--- config.mk ---
export PLATFORM = sky130hd
export DESIGN_NAME = br_arb_fixed_aging
export DESIGN_NICKNAME = d
export VERILOG_FILES = /design/src/rtl/br_arb_fixed_aging.sv
export SDC_FILE = /design/constraint.sdc
export NUM_CORES = 1
export LEC_CHECK = 0
export CORE_MARGIN = 4
export CORE_UTILIZATION = 44
export DETAILED_ROUTE_END_ITERATION = 10
export GPL_ROUTABILITY_DRIVEN = 0
export PLACE_DENSITY = 0.74
export SKIP_CTS_REPAIR_TIMING = 1
export SYNTH_ARGS = -nofsm -noshare
export SYNTH_HDL_FRONTEND = slang
export SYNTH_SLANG_ARGS = --single-unit
--- constraint.sdc ---
create_clock -name clk -period 1.39 [get_ports clk]
set_input_delay 0.278 -clock clk [delete_from_list [all_inputs] [get_ports clk]]
set_output_delay 0.278 -clock clk [all_outputs]
set_load 0.005 [all_outputs]
--- src/rtl/br_arb_fixed_aging.sv ---
// Fixed-priority arbiter with per-requester wait-age promotion and an optional grant lock.
// Grant is combinational from request and registered age/lock state.

module br_arb_fixed_aging_age #(
    parameter int MaxWait = 8
) (
    input  logic clk,
    input  logic rst_n,
    input  logic req_i,
    input  logic gnt_i,
    output logic promoted_o
);
    localparam int AgeW = $clog2(MaxWait + 1);
    localparam logic [AgeW-1:0] AgeMax = AgeW'(MaxWait);

    logic [AgeW-1:0] age_q, age_d;

    always_comb begin
        age_d = '0;
        if (req_i && !gnt_i) begin
            age_d = (age_q == AgeMax) ? AgeMax : age_q + AgeW'(1);
        end
    end

    always_ff @(posedge clk or negedge rst_n) begin
        if (!rst_n) age_q <= '0;
        else        age_q <= age_d;
    end

    assign promoted_o = req_i && (age_q == AgeMax);
endmodule

module br_arb_fixed_aging #(
    parameter int NumRequesters = 2,
    parameter int MaxWait       = 8,
    parameter bit EnableLock    = 1'b1
) (
    input  logic                     clk,
    input  logic                     rst_n,
    input  logic [NumRequesters-1:0] request,
    input  logic                     lock,
    output logic [NumRequesters-1:0] grant,
    output logic [NumRequesters-1:0] promoted,
    output logic                     grant_locked
);
    localparam int IdxW = $clog2(NumRequesters);

    if (NumRequesters < 2) begin : g_bad_n
        $error("NumRequesters must be >= 2");
    end
    if (MaxWait < 1) begin : g_bad_wait
        $error("MaxWait must be >= 1");
    end

    logic            lock_valid_q;
    logic [IdxW-1:0] lock_idx_q;
    logic            lock_hit;

    function automatic logic [NumRequesters-1:0] lowest(input logic [NumRequesters-1:0] v);
        logic [NumRequesters-1:0] r;
        logic                     found;
        r     = '0;
        found = 1'b0;
        for (int i = 0; i < NumRequesters; i++) begin
            if (v[i] && !found) begin
                r[i]  = 1'b1;
                found = 1'b1;
            end
        end
        return r;
    endfunction

    for (genvar g = 0; g < NumRequesters; g++) begin : g_age
        br_arb_fixed_aging_age #(.MaxWait(MaxWait)) u_age (
            .clk        (clk),
            .rst_n      (rst_n),
            .req_i      (request[g]),
            .gnt_i      (grant[g]),
            .promoted_o (promoted[g])
        );
    end

    assign lock_hit = lock_valid_q && request[lock_idx_q];

    // Lock beats promotion so a multi-cycle owner is never pre-empted mid-transaction.
    always_comb begin
        grant        = '0;
        grant_locked = 1'b0;
        if (lock_hit) begin
            grant[lock_idx_q] = 1'b1;
            grant_locked      = 1'b1;
        end else if (|promoted) begin
            grant = lowest(promoted);
        end else begin
            grant = lowest(request);
        end
    end

    if (EnableLock) begin : g_lock
        logic            lock_valid_d;
        logic [IdxW-1:0] lock_idx_d;

        always_comb begin
            lock_valid_d = lock && (|grant);
            lock_idx_d   = '0;
            for (int i = 0; i < NumRequesters; i++) begin
                if (grant[i]) lock_idx_d = IdxW'(i);
            end
        end

        always_ff @(posedge clk or negedge rst_n) begin
            if (!rst_n) begin
                lock_valid_q <= 1'b0;
                lock_idx_q   <= '0;
            end else begin
                lock_valid_q <= lock_valid_d;
                lock_idx_q   <= lock_idx_d;
            end
        end
    end else begin : g_nolock
        assign lock_valid_q = 1'b0;
        assign lock_idx_q   = '0;

        a_lock_unused: assert property (@(posedge clk) disable iff (!rst_n) !lock)
            else $error("lock asserted with EnableLock = 0");
    end

    a_onehot0: assert property (@(posedge clk) disable iff (!rst_n) $onehot0(grant))
        else $error("grant not onehot0");
    a_subset: assert property (@(posedge clk) disable iff (!rst_n) (grant & ~request) == '0)
        else $error("grant outside request");
    a_work_conserving: assert property (@(posedge clk) disable iff (!rst_n) (|request) |-> (|grant))
        else $error("request pending with no grant");
    // Without a lock, a saturated requester must win this cycle; this bounds starvation.
    a_promote_wins: assert property (@(posedge clk) disable iff (!rst_n)
        ((|promoted) && !lock_hit) |-> (|(grant & promoted)))
        else $error("promoted requester not granted");
endmodule

==> results by group, run 1 <==
Route
  – DRC violation count after routing: 0
  – Via-per-instance ratio: 4.85
  – Via count: 485
  – Count of antenna-violating nets left after detailed routing: 0
  – Wirelength, routed: 1260 um
  – DRC violation total after the first TritonRoute iteration: 2
  – Count of TritonRoute iterations in the first routing pass: 3
  – Detail-routed net length per standard cell: 12.6 um

Timing
  – Hold Vio Cnt, Final: 0
  – Setup violators final: 5
  – Setup total negative slack: -1070 ps
  – Setup slack after layout: -383 ps
  – Actual transition at the worst max-transition pin: 473 ps
  – Worst relative slew slack: 68.4%
  – Number of max-slew violations in the final report: 0
  – Unrepaired setup endpoints after global routing: true
  – Fmax: 0.564 GHz
  – Minimum period implied by the final worst setup slack: 1770 ps
  – Layout Skew: 2.32 ps
  – Final period util: 128%

Critical path
  – Worst-path fanout max: 3
  – Sort of element at the end of the critical path: output port
  – Startpoint Class: flip-flop
  – Slowest cell on crit path: sky130_fd_sc_hd__dfrtp_1
  – Critical path's top delay family: flip-flops
  – Required time of the worst setup path: 1110 ps
  – Worst Path Arrival: 1500 ps
  – Worst-path cell chain: inv_1 > ha_2 > and4bb_4 > a21oi_4 > a21oi_2 > clkbuf_2
  – Path type of the worst setup path: flip-flop to output port
  – CP Buf/Inv Count: 2
  – Delay of the slowest critical-path stage: 390 ps

Power and ir drop
  – P per Cell Area: 666 nW/um^2
  – Reg power frac: 51.6%
  – Fraction of power spent switching nets: 23.2%
  – Leakage power: 0.000439 uW
  – P_sw: 136 uW
  – Internal power contribution: 450 uW
  – Proportion of power drawn by combinational gates: 15.9%
  – Worst IR Drop VDD: 483 uV
  – Clock Power Share: 32.5%

Final layout
  – Net count, final: 97
  – # diodes: 0
  – Number of inserted filler cells in the final layout: 79
  – Share of final-layout standard cells stronger than drive strength 1: 53.5%
  – Final core occ: 74.2%
  – Most common cell after layout, fill and taps aside: sky130_fd_sc_hd__buf_4
  – Highest-count cells in the layout ignoring fill and taps: sky130_fd_sc_hd__buf_4 (21), sky130_fd_sc_hd__dfrtp_1 (10), sky130_fd_sc_hd__inv_1 (6)
  – Area added between synthesis and finish: 48.6%

Yosys
  – Total of flip-flops plus latches after synthesis: 10
  – Ys async rst share: 100%
  – Sequential cell area fraction in the yosys report: 42.3%
  – Cell count after synthesis: 56
  – Yosys warns: 0
  – Cell variety after synth: 25
  – Synth Area per Inst: 10.6 sq um
  – EDFF count, synth: 0
  – Most frequently used flop master after synthesis: sky130_fd_sc_hd__dfrtp_1
  – Netlist area before placement: 592 sq um
  – Post-Synthesis Net Count: 65

Floorplan
  – Std cell rows: 12
  – Io pins: 10
  – Starting density of the core: 49.9%
  – Die area: 2000 sq um
  – CORE AREA: 1190 sq um
  – Vertical die dimension: 44.7 um
  – Horiz. Die Dim: 44.7 um

Clock network
  – Clock sink count: 10
  – CTS Buf Count: 3
  – Number of buffers between clock root and the deepest sink: 2
  – TritonCTS clock tree: yes
  – Clock insertion delay at the later pin of the skew report: 260 ps
  – Clock transition time at the flip-flop clock pins of the worst setup and hold paths: 60 ps
  – Clock Root Buffer: sky130_fd_sc_hd__clkbuf_4
  – Number of H-tree levels: 1

Hold path
  – Type of the most critical hold path: primary input to flip-flop

GRT
  – All-layer global routing usage: 15.4%
  – First-pass GRT wire length: 2120 um
  – Via count of the first global-routing pass: 524
  – Pin count of the biggest net entering global routing: 11
  – Antenna violations before repair: 0
  – Grt total ovfl: 0

Placement
  – # port buffers: 9
  – Half-perimeter wire length of the detailed placement result: 912 um

Run
  – Max-cap viol count: 0

Run status
  – Failing checks: setup timing
  – Outcome: complete, but fails checks
==> per-stage QoR <==
| stage | instance area [sq um] | hold slack (ps) | instances | power [uW] | setup slack (ps) |
|---|---|---|---|---|---|
| 2_1_floorplan | 603 | -17.6 | 56 | 342 | -101 |
| 5_1_grt | 880 | 360 | 100 | 626 | -480 |
| 6_report | 880 | 323 | 100 | 586 | -383 |
| 4_1_cts | 838 | 343 | 96 | 591 | -773 |
| 3_5_place_dp | 816 | 536 | 93 | 395 | -499 |
| 3_3_place_gp | 816 | 527 | 93 | 393 | -473 |
==> area by class of cell <==
| cell class | instances | area (sq um) | share of cell area (%) |
|---|---|---|---|
| Inverter | 6 | 22.5 | 2.56 |
| Clock buffer | 3 | 22.5 | 2.56 |
| Tap cell | 14 | 17.5 | 1.99 |
| Sequential cell | 10 | 250 | 28.4 |
| Timing Repair Buffer | 31 | 239 | 27.2 |
| Multi-Input combinational cell | 36 | 328 | 37.3 |
==> flip-flops by register name (all words and copies together) (netlist names) <==
signal,count
g_age.u_age.age_q,8
lock_valid_q,1
lock_idx_q,1
==> synth_stat cells (2+ instances only) <==
cell type                  number  area (sq um)
sky130_fd_sc_hd__nor3b_2        2          25.0
sky130_fd_sc_hd__nand3_1        2          10.0
sky130_fd_sc_hd__inv_1          6          22.5
sky130_fd_sc_hd__buf_4          4          30.0
sky130_fd_sc_hd__nand3b_1       2          15.0
sky130_fd_sc_hd__nor2_1         4          15.0
sky130_fd_sc_hd__nor3_2         2          20.0
sky130_fd_sc_hd__ha_1           4          50.1
sky130_fd_sc_hd__xor2_1         2          17.5
sky130_fd_sc_hd__a21oi_1        2          10.0
sky130_fd_sc_hd__o21a_1         2          15.0
sky130_fd_sc_hd__nor3_1         2          10.0
sky130_fd_sc_hd__dfrtp_1       10           250
==> worst register-to-register path: stages, from the launching register on <==
cell	delay [ps]
sky130_fd_sc_hd__dfrtp_1	390
sky130_fd_sc_hd__inv_1	60
sky130_fd_sc_hd__ha_1	140
sky130_fd_sc_hd__nand3b_1	100
sky130_fd_sc_hd__buf_4	150
sky130_fd_sc_hd__a21oi_4	140
sky130_fd_sc_hd__a21oi_2	80
sky130_fd_sc_hd__buf_4	130
sky130_fd_sc_hd__buf_4	110
==> cells by family (layout without fill, tap and decap cells) <==
kind of cell / after synthesis / after routing / synth area share, %
xor gates and xnor gates: 3 / 3 / 4.44
and+or+nand+nor: 22 / 22 / 27.1
AOI/OAI and AO/OA: 6 / 6 / 7.19
adders and majority gates: 4 / 4 / 8.46
buffers and inverters: 10 / 40 / 8.88
DFF: 10 / 10 / 42.3
muxes: 1 / 1 / 1.69
==> routing by layer <==
metal / global-route usage (%) / vias up / routed length, um
li1: - / 243 / -
met1: 17.7 / 229 / 469
met2: 25.5 / 9 / 726
met3: 2.44 / 4 / 36
met4: 10.8 / 0 / 23
met5: 0 / - / 0
==> final timing paths <==
check,startpoint,end,slack (ps),cells after the start
worst max-delay path,g_age[1].u_age.age_q[1],grant[1],-380,6
worst min-delay path,request[1],lock_valid_q,320,2
worst max register to register,g_age[0].u_age.age_q[0],lock_idx_q,-20,8
worst min register to register,g_age[0].u_age.age_q[0],g_age[0].u_age.age_q[0],560,2
max in group asynchronous,rst_n,lock_valid_q,730,1
min in group asynchronous,rst_n,g_age[1].u_age.age_q[2],340,1
==> power by group through the flow <==
stage | Clock, uW | Sequential (uW) | Combinational [uW]
final | 191 | 302 | 92.8
after floorplan | 0 | 308 | 34.6
after global routing | 220 | 303 | 104
after CTS | 201 | 301 | 88.8
after global placement | 0 | 307 | 86.8
after detailed placement | 0 | 307 | 87.7
No activity file was read; power rests on OpenSTA's default activity.
==> run 2: changes to the inputs <==
--- a/config.mk
+++ b/config.mk
@@ -10,7 +10,9 @@
 export DETAILED_ROUTE_END_ITERATION = 10
 export GPL_ROUTABILITY_DRIVEN = 0
 export PLACE_DENSITY = 0.74
+export RECOVER_POWER = 100
 export SKIP_CTS_REPAIR_TIMING = 1
 export SYNTH_ARGS = -nofsm -noshare
 export SYNTH_HDL_FRONTEND = slang
 export SYNTH_SLANG_ARGS = --single-unit
+export TNS_END_PERCENT = 100
==> run 2 against run 1 <==
Fmax is 0.13% higher. Largest power group unchanged. Critical path depth stayed put. Critical path type unchanged. Core utilization decreased by 0.32 points. Die area unchanged. Setup slack better by 2.4 ps. The run still ends with setup timing left. Sequential cell count did not move. Via count rose by 0.21%. Clock skew is essentially flat. Cell area down 0.43%. Highest routed layer unchanged.
==> results by group, run 2 (synthesis results as in run 1) <==
Run status
  – Outcome: complete, but fails checks
  – Failing checks: setup timing

Final layout
  – Total non-filler cell area in the finished layout: 876 sq um (-0.43%)
  – Flip-flop count of the largest register, all copies and words added: 8 (unchanged)
  – Count of placed standard cells in the final layout, fillers left out: 100 (unchanged)
  – Net count, final: 97 (unchanged)
  – Highest-count cells in the layout ignoring fill and taps: sky130_fd_sc_hd__buf_4 (20), sky130_fd_sc_hd__dfrtp_1 (10), sky130_fd_sc_hd__inv_1 (6)
  – Share of final-layout standard cells stronger than drive strength 1: 52.3% (-1.2 points)
  – Most common cell after layout, fill and taps aside: sky130_fd_sc_hd__buf_4
  – Area added between synthesis and finish: 48.0%
  – # diodes: 0 (unchanged)
  – Register bank with the most flops: g_age.u_age.age_q
  – Top flop regs: g_age.u_age.age_q: 8 flops, lock_idx_q: 1 flops, lock_valid_q: 1 flops

Timing
  – Setup violators final: 5 (unchanged)
  – Hold Vio Cnt, Final: 0 (unchanged)
  – Final period util: 127% (-0.17 points)
  – Smallest hold slack: 323 ps (-0.138 ps)
  – Minimum period implied by the final worst setup slack: 1770 ps (-2.35 ps)
  – Layout Skew: 2.36 ps (+0.0377 ps)
  – Fmax: 0.565 GHz (+0.13%)
  – Unrepaired setup endpoints after global routing: true
  – Actual transition at the worst max-transition pin: 475 ps (+2.00 ps)
  – Worst relative slew slack: 68.3% (-0.14 points)
  – Setup slack after layout: -381 ps (+2.35 ps)
  – Number of max-slew violations in the final report: 0 (unchanged)

Critical path
  – Required time of the worst setup path: 1110 ps (about the same)
  – Worst-path fanout max: 3 (unchanged)
  – Startpoint Class: flip-flop
  – Worst Path Arrival: 1490 ps (about the same)
  – Sort of element at the end of the critical path: output port
  – Flop2flop setup slack: -20 ps (about the same)
  – Path type of the worst setup path: flip-flop to output port
  – Count of cells along the worst register-to-register path: 8 (unchanged)

GRT
  – Grt total ovfl: 0 (unchanged)
  – First-pass GRT wire length: 2120 um (unchanged)
  – Antenna violations before repair: 0 (unchanged)
  – Via count of the first global-routing pass: 524 (unchanged)
  – All-layer global routing usage: 15.4% (unchanged)
  – Pin count of the biggest net entering global routing: 11 (unchanged)

Clock network
  – Clock insertion delay at the later pin of the skew report: 260 ps (about the same)
  – Clock sink count: 10 (unchanged)
  – Clock transition time at the flip-flop clock pins of the worst setup and hold paths: 60 ps (about the same)
  – Clock Root Buffer: sky130_fd_sc_hd__clkbuf_4
  – Number of buffers between clock root and the deepest sink: 2 (unchanged)
  – TritonCTS clock tree: yes
  – CTS Buf Count: 3 (unchanged)
  – Number of H-tree levels: 1 (unchanged)

Route
  – Detail-routed net length per standard cell: 12.5 um (-0.24%)
  – DRC violation count after routing: 0 (unchanged)
  – Via count: 486 (+0.21%)
  – Wirelength, routed: 1250 um (-0.24%)
  – Count of TritonRoute iterations in the first routing pass: 1 (-2)
  – Count of antenna-violating nets left after detailed routing: 0 (unchanged)
  – DRC violation total after the first TritonRoute iteration: 0 (-2)
  – Via-per-instance ratio: 4.86 (+0.21%)

Power and ir drop
  – P_sw: 136 uW (about the same)
  – P per Cell Area: 666 nW/um^2 (about the same)
  – Leakage power: 0.000436 uW (-0.80%)
  – Fraction of power spent switching nets: 23.3% (+0.087 points)
  – Proportion of power drawn by combinational gates: 15.5% (-0.4 points)
  – Internal power contribution: 447 uW (-0.57%)
  – Worst IR Drop VDD: 483 uV (about the same)
  – Reg power frac: 51.8% (+0.2 points)
  – Clock Power Share: 32.7% (+0.2 points)

Placement
  – # port buffers: 9 (unchanged)
  – Half-perimeter wire length of the detailed placement result: 912 um (unchanged)
  – Total instance count after detailed placement: 93 (unchanged)
  – Total placed instance area: 816 sq um (unchanged)

Floorplan
  – Vertical die dimension: 44.7 um (unchanged)
  – CORE AREA: 1190 sq um (unchanged)
  – Io pins: 10 (unchanged)
  – Horiz. Die Dim: 44.7 um (unchanged)
  – Starting density of the core: 49.9% (unchanged)
  – Die area: 2000 sq um (unchanged)
  – Std cell rows: 12 (unchanged)

Run
  – Max-cap viol count: 0 (unchanged)

Hold path
  – Hold depth: 2 (unchanged)
  – Type of the most critical hold path: primary input to flip-flop
## run 2: changes by cell type in the layout (fill, tap and decap cells not counted), sizes merged
cell           before  now
buf                25   24
dlygate4sd3         0    2
clkbuf              5    6
clkdlybuf4s50       2    0
## run 2: routing by layer
metal	wire length [um]	global-route usage (%)	vias to the layer above
li1	-	-	243
met1	476	17.7	230
met2	716	25.5	9
met3	36	2.44	4
met4	23	10.8	0
met5	0	0	-
## run 2: power groups by stage
stage / registers [uW] / clock network [uW] / logic (uW)
finish: 302 / 191 / 90.2
CTS: 301 / 201 / 88.8
global route: 303 / 220 / 101
floorplan: 308 / 0 / 34.6
global placement: 307 / 0 / 86.8
detailed placement: 307 / 0 / 87.7
## run 2: layout make-up
type / instances / area (sq um)
Timing Repair Buffer: 31 / 235
Fill cell: 81 / 310
Clock buffer: 3 / 22.5
Inverter: 6 / 22.5
Tap cell: 14 / 17.5
Multi-Input combinational cell: 36 / 328
Sequential cell: 10 / 250
## run 2: path summary, 6_finish.rpt
check | from | to
worst max-delay path | g_age[1].u_age.age_q[1] | grant[1]
worst min-delay path | request[1] | lock_valid_q
worst max register to register | g_age[0].u_age.age_q[0] | lock_idx_q
worst min register to register | g_age[0].u_age.age_q[0] | g_age[0].u_age.age_q[0]
max in group asynchronous | rst_n | g_age[1].u_age.age_q[0]
min in group asynchronous | rst_n | g_age[1].u_age.age_q[2]
## run 2: critical path: stages, from the launching register on
cell and delay, ps:
sky130_fd_sc_hd__dfrtp_1 390, sky130_fd_sc_hd__inv_1 60, sky130_fd_sc_hd__ha_2 170, sky130_fd_sc_hd__and4bb_4 260
sky130_fd_sc_hd__a21oi_4 70, sky130_fd_sc_hd__a21oi_2 150, sky130_fd_sc_hd__clkbuf_2 140
## run 2: stage by stage
step	setup slack (ps)	utilization, %	TNS, ps	total power [uW]
6_report	-381	73.8	-1060	583
4_1_cts	-773	70.7	-3190	591
3_3_place_gp	-473	68.8	-2790	393
2_1_floorplan	-101	-	-177	342
5_1_grt	-480	73.8	-1650	624
3_5_place_dp	-499	68.8	-2960	395
==> run 3: changes to the inputs <==
--- a/config.mk
+++ b/config.mk
@@ -5,7 +5,8 @@
 export SDC_FILE = /design/constraint.sdc
 export NUM_CORES = 1
 export LEC_CHECK = 0
-export CORE_MARGIN = 4
+export ABC_CLOCK_PERIOD_IN_PS = 1390
+export CORE_MARGIN = 2
 export CORE_UTILIZATION = 44
 export DETAILED_ROUTE_END_ITERATION = 10
 export GPL_ROUTABILITY_DRIVEN = 0
==> run 3 against run 2 <==
The flow still finishes with violations (setup timing). Final cell count increased by 3.0%. Combinational power is 10% higher. Clock-buffer cell count is the same. Sequential cell count unchanged. Wire length is 1.3% lower. Die area decreased by 17%. Setup slack got worse by 67 ps. Cell area increased by 3.1%. Core utilization fell by 3.5 points. Critical path depth is 1 higher.
==> results by group, run 3 (synthesis results as in run 1) <==
Timing
  – Final period util: 132% (+4.8 points)
  – Hold Vio Cnt, Final: 0 (unchanged)
  – Worst relative slew slack: 69.2% (+0.98 points)
  – Layout Skew: 6.94 ps (+4.58 ps)
  – Fmax: 0.544 GHz (-3.6%)
  – Unrepaired setup endpoints after global routing: true
  – Minimum period implied by the final worst setup slack: 1840 ps (+66.6 ps)
  – Setup slack after layout: -447 ps (-66.6 ps)
  – Setup violators final: 7 (+2)
  – Actual transition at the worst max-transition pin: 460 ps (-14.6 ps)
  – Number of max-slew violations in the final report: 0 (unchanged)
  – Setup total negative slack: -1330 ps (-275 ps)

Clock network
  – TritonCTS clock tree: yes
  – CTS Buf Count: 3 (unchanged)
  – Clock Root Buffer: sky130_fd_sc_hd__clkbuf_4
  – Clock sink count: 10 (unchanged)
  – Clock transition time at the flip-flop clock pins of the worst setup and hold paths: 60 ps (about the same)
  – Number of buffers between clock root and the deepest sink: 2 (unchanged)
  – Number of H-tree levels: 1 (unchanged)
  – Clock insertion delay at the later pin of the skew report: 260 ps (about the same)

Power and ir drop
  – Clock Power Share: 31.8% (-0.9 points)
  – P_sw: 135 uW (-0.29%)
  – Fraction of power spent switching nets: 23.0% (-0.28 points)
  – P per Cell Area: 651 nW/um^2 (-2.2%)
  – Reg power frac: 51.3% (-0.5 points)
  – Internal power contribution: 453 uW (+1.3%)
  – Leakage power: 0.000448 uW (+2.9%)
  – Worst IR Drop VDD: 496 uV (+2.8%)
  – Proportion of power drawn by combinational gates: 16.9% (+1.4 points)

GRT
  – All-layer global routing usage: 17.3% (+1.9 points)
  – Antenna violations before repair: 0 (unchanged)
  – Pin count of the biggest net entering global routing: 11 (unchanged)
  – First-pass GRT wire length: 1810 um (-14%)
  – Via count of the first global-routing pass: 470 (-10%)
  – Grt total ovfl: 0 (unchanged)

Final layout
  – Register bank with the most flops: g_age.u_age.age_q
  – Highest-count cells in the layout ignoring fill and taps: sky130_fd_sc_hd__buf_4 (22), sky130_fd_sc_hd__dfrtp_1 (10), sky130_fd_sc_hd__inv_1 (6)
  – Flip-flop count of the largest register, all copies and words added: 8 (unchanged)
  – Most common cell after layout, fill and taps aside: sky130_fd_sc_hd__buf_4
  – Net count, final: 99 (+2.1%)
  – Count of placed standard cells in the final layout, fillers left out: 103 (+3.0%)
  – Area added between synthesis and finish: 52.6%
  – # diodes: 0 (unchanged)
  – Share of final-layout standard cells stronger than drive strength 1: 55.7% (+3.4 points)
  – Top flop regs: g_age.u_age.age_q: 8 flops, lock_idx_q: 1 flops, lock_valid_q: 1 flops
  – Number of inserted filler cells in the final layout: 85 (+4.9%)

Floorplan
  – Die area: 1650 sq um (-17%)
  – Starting density of the core: 46.1% (-3.8 points)
  – Horiz. Die Dim: 40.7 um (-9.0%)
  – Io pins: 10 (unchanged)
  – Vertical die dimension: 40.7 um (-9.0%)
  – CORE AREA: 1280 sq um (+8.3%)
  – Std cell rows: 13 (+1)

Route
  – Count of antenna-violating nets left after detailed routing: 0 (unchanged)
  – Detail-routed net length per standard cell: 12.0 um (-4.2%)
  – DRC violation count after routing: 0 (unchanged)
  – Via-per-instance ratio: 4.69 (-3.5%)
  – Via count: 483 (-0.62%)
  – Count of TritonRoute iterations in the first routing pass: 2 (+1)
  – DRC violation total after the first TritonRoute iteration: 5 (+5)
  – Wirelength, routed: 1240 um (-1.3%)

Critical path
  – Path type of the worst setup path: flip-flop to output port
  – Sort of element at the end of the critical path: output port
  – Required time of the worst setup path: 1110 ps (about the same)
  – Worst-path fanout max: 2 (-1)
  – Startpoint Class: flip-flop
  – Flop2flop setup slack: -100 ps (-80 ps)
  – Worst Path Arrival: 1560 ps (+70 ps)

Run status
  – Failing checks: setup timing
  – Outcome: complete, but fails checks

Run
  – Max-cap viol count: 0 (unchanged)

Placement
  – # port buffers: 9 (unchanged)
  – Half-perimeter wire length of the detailed placement result: 923 um (+1.2%)
  – Total instance count after detailed placement: 94 (+1.1%)

Hold path
  – Type of the most critical hold path: primary input to flip-flop
==> run 3: final timing paths <==
kind                       cells past startpoint                      end                     from
max                                            7                 grant[1]  g_age[1].u_age.age_q[1]
min                                            2             lock_valid_q               request[1]
max reg2reg                                    9               lock_idx_q  g_age[0].u_age.age_q[0]
min reg2reg                                    2  g_age[0].u_age.age_q[0]  g_age[0].u_age.age_q[0]
max in group asynchronous                      1  g_age[0].u_age.age_q[2]                    rst_n
min in group asynchronous                      1  g_age[1].u_age.age_q[0]                    rst_n
==> run 3: critical path: stages, from the launching register on <==
cell	delay, ps
sky130_fd_sc_hd__dfrtp_1	380
sky130_fd_sc_hd__inv_1	70
sky130_fd_sc_hd__ha_2	170
sky130_fd_sc_hd__and4bb_4	260
sky130_fd_sc_hd__a21oi_4	70
sky130_fd_sc_hd__buf_6	120
sky130_fd_sc_hd__a21oi_4	110
sky130_fd_sc_hd__clkbuf_2	120
==> run 3: cell type report <==
cell class	count	area (sq um)	share of cell area, %
well taps	15	18.8	2.08
flip-flops and latches	10	250	27.7
multi-input cells	36	332	36.7
inverters	6	22.5	2.49
clock buffers	3	22.5	2.49
repair buffers	33	258	28.5
==> run 3: metal layers <==
metal	global-route usage, %	vias to the layer above	part of all wire, %
met5	0	-	0
met1	18.8	230	43
met3	1.63	0	2.1
met2	33.3	7	54
met4	7.50	0	0
li1	-	246	-
==> run 3: metrics by stage <==
| stage | cell area (sq um) | hold WS, ps | power, uW | util [%] | setup WS, ps |
|---|---|---|---|---|---|
| after floorplan | 603 | -17.6 | 342 | - | -101 |
| after global placement | 817 | 521 | 393 | 63.6 | -468 |
| after detailed placement | 817 | 534 | 396 | 63.6 | -504 |
| after CTS | 840 | 345 | 588 | 65.3 | -760 |
| after global routing | 903 | 355 | 625 | 70.3 | -507 |
| final | 903 | 346 | 588 | 70.3 | -447 |
==> run 3: power by group through the flow <==
stage	sequential, uW	combinational (uW)	clock (uW)
2_1_floorplan	308	34.6	0
3_3_place_gp	307	86.7	0
3_5_place_dp	307	89.1	0
4_1_cts	301	89.8	197
5_1_grt	302	108	215
6_report	302	99.4	187
